## config.mk

```make
export PLATFORM = sky130hd
export DESIGN_NAME = seg7_scan_drv
export DESIGN_NICKNAME = d
export VERILOG_FILES = /design/src/rtl/seg7_pkg.sv /design/src/rtl/hex7seg_dec.sv /design/src/rtl/seg7_scan_drv.sv
export SDC_FILE = /design/constraint.sdc
export NUM_CORES = 1
export LEC_CHECK = 0
export CORE_ASPECT_RATIO = 1.4
export CORE_MARGIN = 5
export CORE_UTILIZATION = 45
export CTS_BUF_LIST = sky130_fd_sc_hd__clkbuf_16
export DETAILED_ROUTE_END_ITERATION = 8
export PLACE_DENSITY = 0.69
export SYNTH_ARGS = -nofsm -noshare
export SYNTH_HDL_FRONTEND = slang
export SYNTH_SLANG_ARGS = --single-unit
```

## constraint.sdc

```tcl
create_clock -name clk -period 5.22 [get_ports clk]
set_clock_uncertainty 0.05 [all_clocks]
set_input_delay 1.044 -clock clk [delete_from_list [all_inputs] [get_ports clk]]
set_output_delay 1.044 -clock clk [all_outputs]
set_load 0.005 [all_outputs]
```

## src/rtl/seg7_pkg.sv

```systemverilog
// Shared constants for the seven-segment scan driver: glyph table and the all-off pattern.
// Glyph bits are active-low, [0]=a ... [6]=g.
package seg7_pkg;

    typedef logic [6:0] glyph_t;

    localparam logic [7:0] SEG_OFF = 8'hFF;

    // 6 and 9 use the tailed forms (segment a lit on 6, segment d lit on 9).
    localparam glyph_t GLYPH_TABLE [16] = '{
        7'h40, 7'h79, 7'h24, 7'h30,
        7'h19, 7'h12, 7'h02, 7'h78,
        7'h00, 7'h10, 7'h08, 7'h03,
        7'h46, 7'h21, 7'h06, 7'h0E
    };

endpackage

```

## src/rtl/hex7seg_dec.sv

```systemverilog
// Combinational nibble-to-glyph decoder, active-low segment outputs.
module hex7seg_dec
    import seg7_pkg::*;
(
    input  logic [3:0] nibble,
    output logic [6:0] glyph_n
);

    assign glyph_n = GLYPH_TABLE[nibble];

endmodule

```

## src/rtl/seg7_scan_drv.sv

```systemverilog
// Time-multiplexed seven-segment driver with shadowed inputs and a dead cycle per slot.
// Optional leading-zero blanking is enabled by defining SEG7_LZB_EN.
module seg7_scan_drv
    import seg7_pkg::*;
#(
    parameter int DIGITS     = 8,
    parameter int SCAN_TICKS = 100000
) (
    input  logic                  clk,
    input  logic                  rst_n,
    input  logic                  load,
    input  logic [4*DIGITS-1:0]   hex_in,
    input  logic [DIGITS-1:0]     point_in,
    input  logic [DIGITS-1:0]     blank_in,
    output logic [7:0]            seg_n,
    output logic [DIGITS-1:0]     an_n
);

    localparam int CNT_W = $clog2(SCAN_TICKS);
    localparam int IDX_W = (DIGITS > 1) ? $clog2(DIGITS) : 1;
    localparam logic [CNT_W-1:0] CNT_LAST = CNT_W'(SCAN_TICKS - 1);
    localparam logic [IDX_W-1:0] IDX_LAST = IDX_W'(DIGITS - 1);

    logic [CNT_W-1:0]    cnt_q, cnt_d;
    logic [IDX_W-1:0]    idx_q, idx_d;
    logic [4*DIGITS-1:0] hex_q, hex_d;
    logic [DIGITS-1:0]   point_q, point_d;
    logic [DIGITS-1:0]   blank_q, blank_d;
    logic [7:0]          seg_q, seg_d;
    logic [DIGITS-1:0]   an_q, an_d;

    logic [3:0]          cur_nib;
    logic                cur_point;
    logic                cur_blank;
    logic [DIGITS-1:0]   lzb_mask;
    logic [6:0]          glyph_n;

    // Digit selection and optional leading-zero mask, both from the shadow registers.
    always_comb begin
        cur_nib   = 4'h0;
        cur_point = 1'b0;
        cur_blank = 1'b1;
        lzb_mask  = '0;
`ifdef SEG7_LZB_EN
        for (int i = DIGITS - 1; i > 0; i--) begin
            lzb_mask[i] = (hex_q[4*i +: 4] == 4'h0) && ((i == DIGITS - 1) || lzb_mask[i+1]);
        end
`endif
        for (int i = 0; i < DIGITS; i++) begin
            if (idx_q == IDX_W'(i)) begin
                cur_nib   = hex_q[4*i +: 4];
                cur_point = point_q[i];
                cur_blank = blank_q[i] | lzb_mask[i];
            end
        end
    end

    hex7seg_dec u_dec (
        .nibble  (cur_nib),
        .glyph_n (glyph_n)
    );

    always_comb begin
        cnt_d   = (cnt_q == CNT_LAST) ? '0 : cnt_q + 1'b1;
        idx_d   = idx_q;
        hex_d   = hex_q;
        point_d = point_q;
        blank_d = blank_q;
        seg_d   = SEG_OFF;
        an_d    = '1;

        if (cnt_q == CNT_LAST) begin
            idx_d = (idx_q == IDX_LAST) ? '0 : idx_q + 1'b1;
        end

        if (load) begin
            hex_d   = hex_in;
            point_d = point_in;
            blank_d = blank_in;
        end

        // First cycle of every slot is dark so the previous digit cannot ghost.
        if (cnt_q != '0) begin
            an_d  = ~(DIGITS'(1) << idx_q);
            seg_d = {~cur_point, cur_blank ? 7'h7F : glyph_n};
        end
    end

    always_ff @(posedge clk) begin
        if (!rst_n) begin
            cnt_q   <= '0;
            idx_q   <= '0;
            hex_q   <= '0;
            point_q <= '0;
            blank_q <= '1;
            seg_q   <= SEG_OFF;
            an_q    <= '1;
        end else begin
            cnt_q   <= cnt_d;
            idx_q   <= idx_d;
            hex_q   <= hex_d;
            point_q <= point_d;
            blank_q <= blank_d;
            seg_q   <= seg_d;
            an_q    <= an_d;
        end
    end

    assign seg_n = seg_q;
    assign an_n  = an_q;

endmodule

```

Word level (Yosys, flattened, before mapping). Memory sizes are Yosys's and may differ from the RTL's. A register that Yosys moved wholly into a read port is not among the register bits. Index checks and enable logic that the tools add are counted.

Memory bits (read-only): 112. Logic and storage cells: 54. Bits in registers: 77. Memories kept: 1. Output and inout port bits: 16. Bits of input ports: 51.

Shift-type cells: 1. Reductions and logical operators: 5. Equal/unequal tests: 8. Multiplexer cells: 25. Add/subtract/negate cells: 2. Bitwise gates (word level): 5.

Memories: (no name shown) (depth 16, width 7, rd ports 1, clocked after memory_dff 1, wr ports 0, line hex7seg_dec.sv:9) `assign glyph_n = GLYPH_TABLE[nibble];`.

Operator list (count): two-way mux 4 bit (8); adder 17 x 1 -> 17 bit, second input constant (1); equality test 17 bit, second input constant (1); nonzero test 17 bit (1); two-way mux 1 bit (16); equality test 3 bit, second input constant (4); inverter 8 bit (1); left shift 1 x 3 -> 8 bit, first input constant (1); equality test 3 x 2 -> 1 bit, second input constant (2); inverter 4 -> 5 bit (1); adder 3 x 1 -> 3 bit, second input constant (1); equality test 3 x 1 -> 1 bit, second input constant (1); logical NOT 3 bit (1); two-way mux 3 bit (1); inverter 1 bit (3); OR reduction 3 bit (1); AND reduction 2 bit (1); OR reduction 2 bit (1).

Longest topological paths before layout. Gate-level depths: netlist of run 1.

Depth after elaboration: 10. Gate-level depth with buffers: 15. Depth with buffers taken out: 13.

By module. From an unflattened synthesis of run 1, not the netlist that was laid out.

Cell total of the unflattened synthesis: 431. Area, all modules: 3913.8 µm².

By module, submodules not included: seg7_scan_drv (instances 1, area an instance 3644.7 µm², sequential area each 1681.6 µm², cells each 398); hex7seg_dec (instances 1, area an instance 269.0 µm², sequential area each 0.0 µm², cells each 33).

Worst setup path before layout of run 1. OpenSTA, ideal clock, no wires.

Path type: flip-flop to flip-flop. Start: register idx_q[2]. End: register seg_q[3], in the netlist seg_n[3]. Library setup time: 0.120 ns. Cell stages (with the launch flop): 14. Period minus slack after synthesis: 2.833 ns. Setup slack: 2.387 ns. Data required time: 5.050 ns. Buffers on the path: 1. Arrival: 2.663 ns. Path through: dfxtp_1 > buf_2 > inv_1 > ha_1 > nor2_1 > a32o_1 > a311o_1 > a32o_1 > mux2i_2 > inv_1 > ha_1 > mux2_2 > mux2i_1 > nand2_1.

Word-level cells in the longest chain between the ends: 10. Elaborated cells on any way between the ends: 26. Those cells by class: eq/ne: 7; mux: 16; bitwise: 1; reduce/logical: 2.

Ends and longest elaborated chain: from (decl) (line seg7_scan_drv.sv:25) `logic [IDX_W-1:0] idx_q, idx_d;`; from (signal assigned) (line seg7_scan_drv.sv:100) `idx_q <= idx_d;`; logical NOT 3 bit (line seg7_scan_drv.sv:50) `if (idx_q == IDX_W'(i)) begin`; two-way mux 1 bit / two-way mux 4 bit (equally long branches) (8 in series) (line seg7_scan_drv.sv:50); OR reduction 3 bit (no line) / inverter 4 -> 5 bit (equally long branches); to (decl) (line seg7_scan_drv.sv:29) `logic [7:0] seg_q, seg_d;`.

Parallel ways exist; a longest one is shown, timed or not. A chain may end at the register's enable or synchronous reset.

Worst setup path in the final report of run 1. Same ends and word-level chain as after synthesis.

==> run_results.csv, run 1 <==
group,metric,value,unit
run_status,outcome,"finished clean",
critical_path,crit_fanout,21,
critical_path,end_kind,"flop",
critical_path,timing.rr.end,"seg_n[3]",
routing,drt_iter0_drc,157,
sta,hold_viol,0,
logic_synthesis,syn-num-nets,500,
logic_synthesis,ys_warn_count,0,
floorplan,ios,67,
logic_synthesis,synthTopCellsByArea,"dfxtp_1, mux2i_1, nor2b_1",
hold_path,min_path_type,"flop to flop",
grt,grt_pass1_vias,3112,
grt,grt.overflow.total,0,
logic_synthesis,synth_top_area_share,0.425,
logic_synthesis,yosysMostFrequentCell,"dfxtp_1",
routing,via_count,3121,
cts,ctsHoldBuffers,0,
logic_synthesis,ys_ff_latch,84,
cts,cts_root_buf,"clkbuf_16",
logic_synthesis,synth_area,3960,µm²
critical_path,rr_worst_depth,12,
final_layout,multi_input_area,2080,µm²
sta,fmax,0.275,GHz
power_and_ir_drop,ir_drop,0.000169,V
critical_path,cp.arrival,3.81,ns
logic_synthesis,ys_types,53,
sta,finalCritPeriodShare,0.697,
critical_path,start_kind,"flop",
final_layout,synthToLayoutAreaGrowth,24.2,%
grt,grt.total_usage,0.178,
placed_design,place.gp.congestion,0.826,
routing,dr.pass1.iters,4,
logic_synthesis,synth-edff-count,0,
final_layout,fin_util,0.572,
sta,tightest_slew,0.859,ns
sta,fin_crit,3.64,ns
cts,cts_buffers,9,
hold_path,hold_path_depth,1,
floorplan,rows,40,
cts,clockBufferDepth,2,
final_layout,drive_gt1_frac,0.0469,
sta,max_slew_margin,0.427,
logic_synthesis,async_reset_ff_frac,0,
sta,tns,0,ns
grt,antenna_found_initial,0,
logic_synthesis,ys_seq_area_frac,0.425,
final_layout,register_area,1680,µm²
routing,vias_per_cell,5.25,
cts,tritoncts,"yes",
sta,rsz0062_at_grt,"no",
routing,wl_per_cell,15.5,µm
grt,grt_max_degree,55,
floorplan,start_util,0.460,
floorplan,coreArea,8610,µm²
hold_path,whs_endpoint,"cnt_q[0]",
logic_synthesis,synth_top_cell_by_area,"dfxtp_1",
cts,cts_setup_buffers,0,
cts,cts.clk_slew.worst_paths,0.06,ns
critical_path,regToRegSetupSlack,1.58,ns
floorplan,fp.dieW,89.3,µm
critical_path,critPathKind,"flop to flop",
critical_path,rr_startpoint,"idx_q[2]",
placed_design,hpwl,6640,µm
final_layout,fillerInstances,779,
hold_path,hold_start,"cnt_q[0]",
cts,cts_sinks,84,
final_layout,layout.nets,552,
power_and_ir_drop,p_leak,1.98,nW
sta,setup_viol,0,
cts,postCtsResizedCells,0,
logic_synthesis,synthTopCellsByCount,"dfxtp_1, mux2i_1, nand2_1",
floorplan,fp.dieH,121,µm
grt,grt_pass1_wl,14700,µm
cts,htreeDepth,3,
logic_synthesis,syn_inst,435,
final_layout,insertedDiodeCount,0,
critical_path,required,5.39,ns
cts,clk_latency,0.34,ns
placed_design,numPortBuffers,66,
sta,slew_violations,0,
floorplan,die-area,10800,µm²
flow_run,max-cap-violations,0,
routing,drc_errors,0,
logic_synthesis,synth-main-ff-cell,"dfxtp_1",
power_and_ir_drop,powerDensity,289,nW/µm²
logic_synthesis,postSynthAreaPerCell,9.10,µm²
routing,postRouteAntennaNets,0,
routing,routed_wl,9210,µm
-- where the power goes --
part           internal (mW)  switching, mW
logic                 0.0833         0.0609
registers              0.668         0.0174
clock network          0.359          0.231
-- metrics by stage --
| step | cells | total power, mW | hold slack, ns | cell area [µm²] | setup WS [ns] |
|---|---|---|---|---|---|
| floorplan | 435 | 0.776 | 0.391 | 3960 | 2.39 |
| global placement | 581 | 0.841 | 0.407 | 4650 | 1.79 |
| detailed placement | 581 | 0.844 | 0.414 | 4650 | 1.66 |
| CTS | 595 | 1.44 | 0.427 | 4920 | 1.62 |
| global route | 595 | 1.48 | 0.467 | 4920 | 1.33 |
| finish | 595 | 1.42 | 0.425 | 4920 | 1.58 |
-- cells by family (layout without fill, tap and decap cells) --
| family | Yosys count | in the layout | share of synthesized area |
|---|---|---|---|
| AND/OR/NAND/NOR | 163 | 163 | 0.210 |
| flip-flops | 84 | 84 | 0.425 |
| multiplexers | 54 | 54 | 0.138 |
| buffers and inverters | 47 | 102 | 0.0490 |
| XOR/XNOR | 13 | 13 | 0.0288 |
| AO/OA/AOI/OAI | 60 | 60 | 0.105 |
| adder cells (fa/ha/maj) | 14 | 14 | 0.0442 |
-- worst max-delay path, cell delays in order (launching register included) --
cell	delay [ns]
dfxtp_1	0.53
inv_1	0.29
ha_1	0.47
nor2_1	0.15
a32o_1	0.31
a311o_1	0.32
a32o_1	0.22
mux2i_2	0.31
inv_1	0.14
ha_1	0.25
mux2_2	0.27
mux2i_1	0.13
nand2_1	0.06
-- per-layer routing --
metal  part of all wire  vias up  GRT usage  wire length, µm
met2               0.53       61      0.322             4870
met5                  0        -          0                0
met3              0.042       14     0.0387              383
li1                   -     1588          -                -
met4              0.022        0     0.0754              200
met1               0.41     1458      0.193             3760
-- how the worst max path moves through the flow --
stage | slack, ns | start | end
finish | 1.58 | idx_q[2] | seg_n[3]
global route | 1.33 | idx_q[2] | seg_n[3]
CTS | 1.62 | idx_q[2] | seg_n[3]
detailed placement | 1.66 | idx_q[2] | seg_n[3]
global placement | 1.79 | idx_q[2] | seg_n[3]
floorplan | 2.39 | idx_q[2] | seg_n[3]
-- registers in the layout, summed over array words and instances, names as in the netlist --
register and cells:
hex_q 32, cnt_q 17, an_n 8, blank_q 8
point_q 8, seg_n 8, idx_q 3
-- layout make-up --
class,instances,share of cell area
Multi-Input combinational cell,304,0.424
Sequential cell,84,0.342
Clock buffer,9,0.0458
Tap cell,105,0.0267
Clock inverter,5,0.00966
Inverter,19,0.0145
Timing Repair Buffer,69,0.138
-- cells in the final DEF, fill, tap and decap left out, types with 2 or more instances in the layout --
cell type and instances:
nand4_1 3, and2_1 2, xor2_1 9, a2111oi_0 2, ha_1 14, dfxtp_1 84, nand2b_1 2, or4_1 2
nor2_1 28, clkbuf_16 9, nand3_1 12, nor3_1 5, nor3b_1 2, clkinv_2 2, inv_1 21, o21ai_0 10
or3_1 5, a21o_1 4, clkdlybuf4s50_1 65, xnor2_1 4, mux2i_1 50, nor4_1 2, a21boi_1 2, buf_4 3
o311ai_0 3, a21oi_1 14, o31ai_1 2, nor2b_1 43, a221oi_1 3, o211ai_1 7, mux2_2 3, nand3b_1 2
a32o_1 2, nand2_1 49
Power figures use the tool's default switching activity.
==> run 2: changes to the inputs <==
==> constraint.sdc (replaced) <==
create_clock -name clk -period 3.4 [get_ports clk]
set_clock_uncertainty 0.05 [all_clocks]
set_input_delay 0.68 -clock clk [delete_from_list [all_inputs] [get_ports clk]]
set_output_delay 0.68 -clock clk [all_outputs]
set_load 0.005 [all_outputs]
==> run 2 against run 1 <==
Against the previous run:
- clock power increased by 97%
- fmax increased by 19%
- total power increased by 71%
- die area unchanged
- final cell count increased by 1.2%
- critical endpoint unchanged
- highest routed layer unchanged
- register-to-register slack got worse by 1.2 ns
==> run_results.csv, run 2 (same netlist as run 1, synthesis figures left out) <==
group,metric,value,unit
sta,rsz0062_at_grt,"no",
critical_path,timing.rr.end,"seg_n[3]",
critical_path,rr_startpoint,"idx_q[0]",
sta,max_slew_margin,0.540,
power_and_ir_drop,powerDensity,480,nW/µm²
critical_path,crit_fanout,6,
grt,grt.overflow.total,0,
cts,clockBufferDepth,2,
routing,via_count,3134,
final_layout,regMostFlops,"hex_q",
grt,grt_pass1_vias,3218,
sta,holdWs,0.425,ns
critical_path,cp.arrival,3.23,ns
final_layout,fin_util,0.588,
floorplan,rows,40,
routing,wl_per_cell,15.1,µm
floorplan,ios,67,
critical_path,rr_worst_depth,12,
critical_path,end_kind,"flop",
sta,tightest_slew,0.690,ns
cts,clk_latency,0.33,ns
cts,postCtsResizedCells,0,
cts,cts_buffers,9,
run_status,outcome,"finished clean",
final_layout,layout.nets,558,
sta,hold_viol,0,
final_layout,fin_area,5060,µm²
routing,vias_per_cell,5.21,
sta,slew_violations,0,
power_and_ir_drop,clockPowerShare,0.476,
hold_path,min_path_type,"flop to flop",
cts,cts_setup_buffers,0,
critical_path,regToRegSetupSlack,0.33,ns
sta,fmax,0.326,GHz
floorplan,start_util,0.460,
cts,tritoncts,"yes",
final_layout,drive_gt1_frac,0.0624,
power_and_ir_drop,swShare,0.202,
critical_path,start_kind,"flop",
final_layout,final_cell_mix,"dfxtp_1, clkdlybuf4s50_1, mux2i_1",
placed_design,place.gp.congestion,0.842,
routing,postRouteAntennaNets,0,
final_layout,instances_no_fill,602,
sta,fin_crit,3.07,ns
power_and_ir_drop,p_total,2.43,mW
hold_path,hold_path_depth,2,
hold_path,hold_start,"blank_q[2]",
placed_design,hpwl,6590,µm
routing,dr.pass1.iters,4,
critical_path,required,3.57,ns
routing,routed_wl,9110,µm
critical_path,critPathKind,"flop to flop",
floorplan,die-area,10800,µm²
power_and_ir_drop,p_switching,490,µW
grt,grt_pass1_wl,15000,µm
cts,htreeDepth,3,
grt,grt_max_degree,54,
cts,ctsHoldBuffers,0,
power_and_ir_drop,combPwrFrac,0.092,
final_layout,insertedDiodeCount,0,
power_and_ir_drop,p_int,1.94,mW
sta,tns,0,ns
cts,cts_root_buf,"clkbuf_16",
power_and_ir_drop,ir_drop,0.000266,V
placed_design,numPortBuffers,66,
power_and_ir_drop,seqPwrFrac,0.432,
sta,setup_viol,0,
floorplan,coreArea,8610,µm²
floorplan,fp.dieW,89.3,µm
final_layout,synthToLayoutAreaGrowth,27.7,%
routing,drc_errors,0,
cts,cts_sinks,84,
floorplan,fp.dieH,121,µm
routing,drt_iter0_drc,123,
sta,setup_ws,0.335,ns
placed_design,placed_cells,587,
grt,antenna_found_initial,0,
final_layout,final_common_cell,"dfxtp_1",
grt,grt.total_usage,0.175,
placed_design,place_area,4700,µm²
flow_run,max-cap-violations,0,
sta,finalCritPeriodShare,0.902,
final_layout,largest_register_ffs,32,
final_layout,reg_top3,"hex_q x32, cnt_q x17",
hold_path,whs_endpoint,"blank_q[2]",
placed_design,dp_slack,0.339,ns
power_and_ir_drop,p_leak,2.05,nW
cts,cts.clk_slew.worst_paths,0.06,ns
-- run 2: worst max-delay path by stage --
stage	startpoint	to	depth (start not counted)
after global placement	idx_q[0]	seg_n[3]	12
after detailed placement	idx_q[0]	seg_n[3]	12
after floorplan	idx_q[2]	seg_n[3]	13
after global routing	idx_q[0]	seg_n[3]	12
after CTS	idx_q[0]	seg_n[3]	12
final	idx_q[0]	seg_n[3]	12
-- run 2: final cells by class --
cell class	count	area, µm²
Fill cell	760	3550
Multi-Input combinational cell	304	2080
Sequential cell	84	1680
Timing Repair Buffer	75	736
Clock buffer	9	225
Tap cell	105	131
Clock inverter	6	129
Inverter	19	71.3
-- run 2: critical path, stage by stage (launching register included) --
cell,delay (ns)
dfxtp_1,0.39
ha_1,0.19
ha_1,0.26
nor2_1,0.11
a32o_1,0.27
a311o_1,0.32
a32o_1,0.22
mux2i_2,0.30
inv_1,0.14
ha_1,0.24
mux2_2,0.27
mux2i_1,0.13
nand2_1,0.07
-- run 2: layer usage --
| metal | GRT usage | vias up | share of wire |
|---|---|---|---|
| met2 | 0.313 | 54 | 0.54 |
| met1 | 0.207 | 1475 | 0.42 |
| li1 | - | 1598 | - |
| met4 | 0.0549 | 0 | 0.0098 |
| met5 | 0 | - | 0 |
| met3 | 0.0306 | 7 | 0.038 |
-- run 2: power by group through the flow --
| stage | Sequential [mW] | Combinational (mW) | Clock [mW] |
|---|---|---|---|
| 2_1_floorplan | 1.06 | 0.128 | 0 |
| 3_3_place_gp | 1.07 | 0.219 | 0 |
| 3_5_place_dp | 1.07 | 0.224 | 0 |
| 4_1_cts | 1.05 | 0.226 | 1.17 |
| 5_1_grt | 1.05 | 0.245 | 1.22 |
| 6_report | 1.05 | 0.223 | 1.16 |
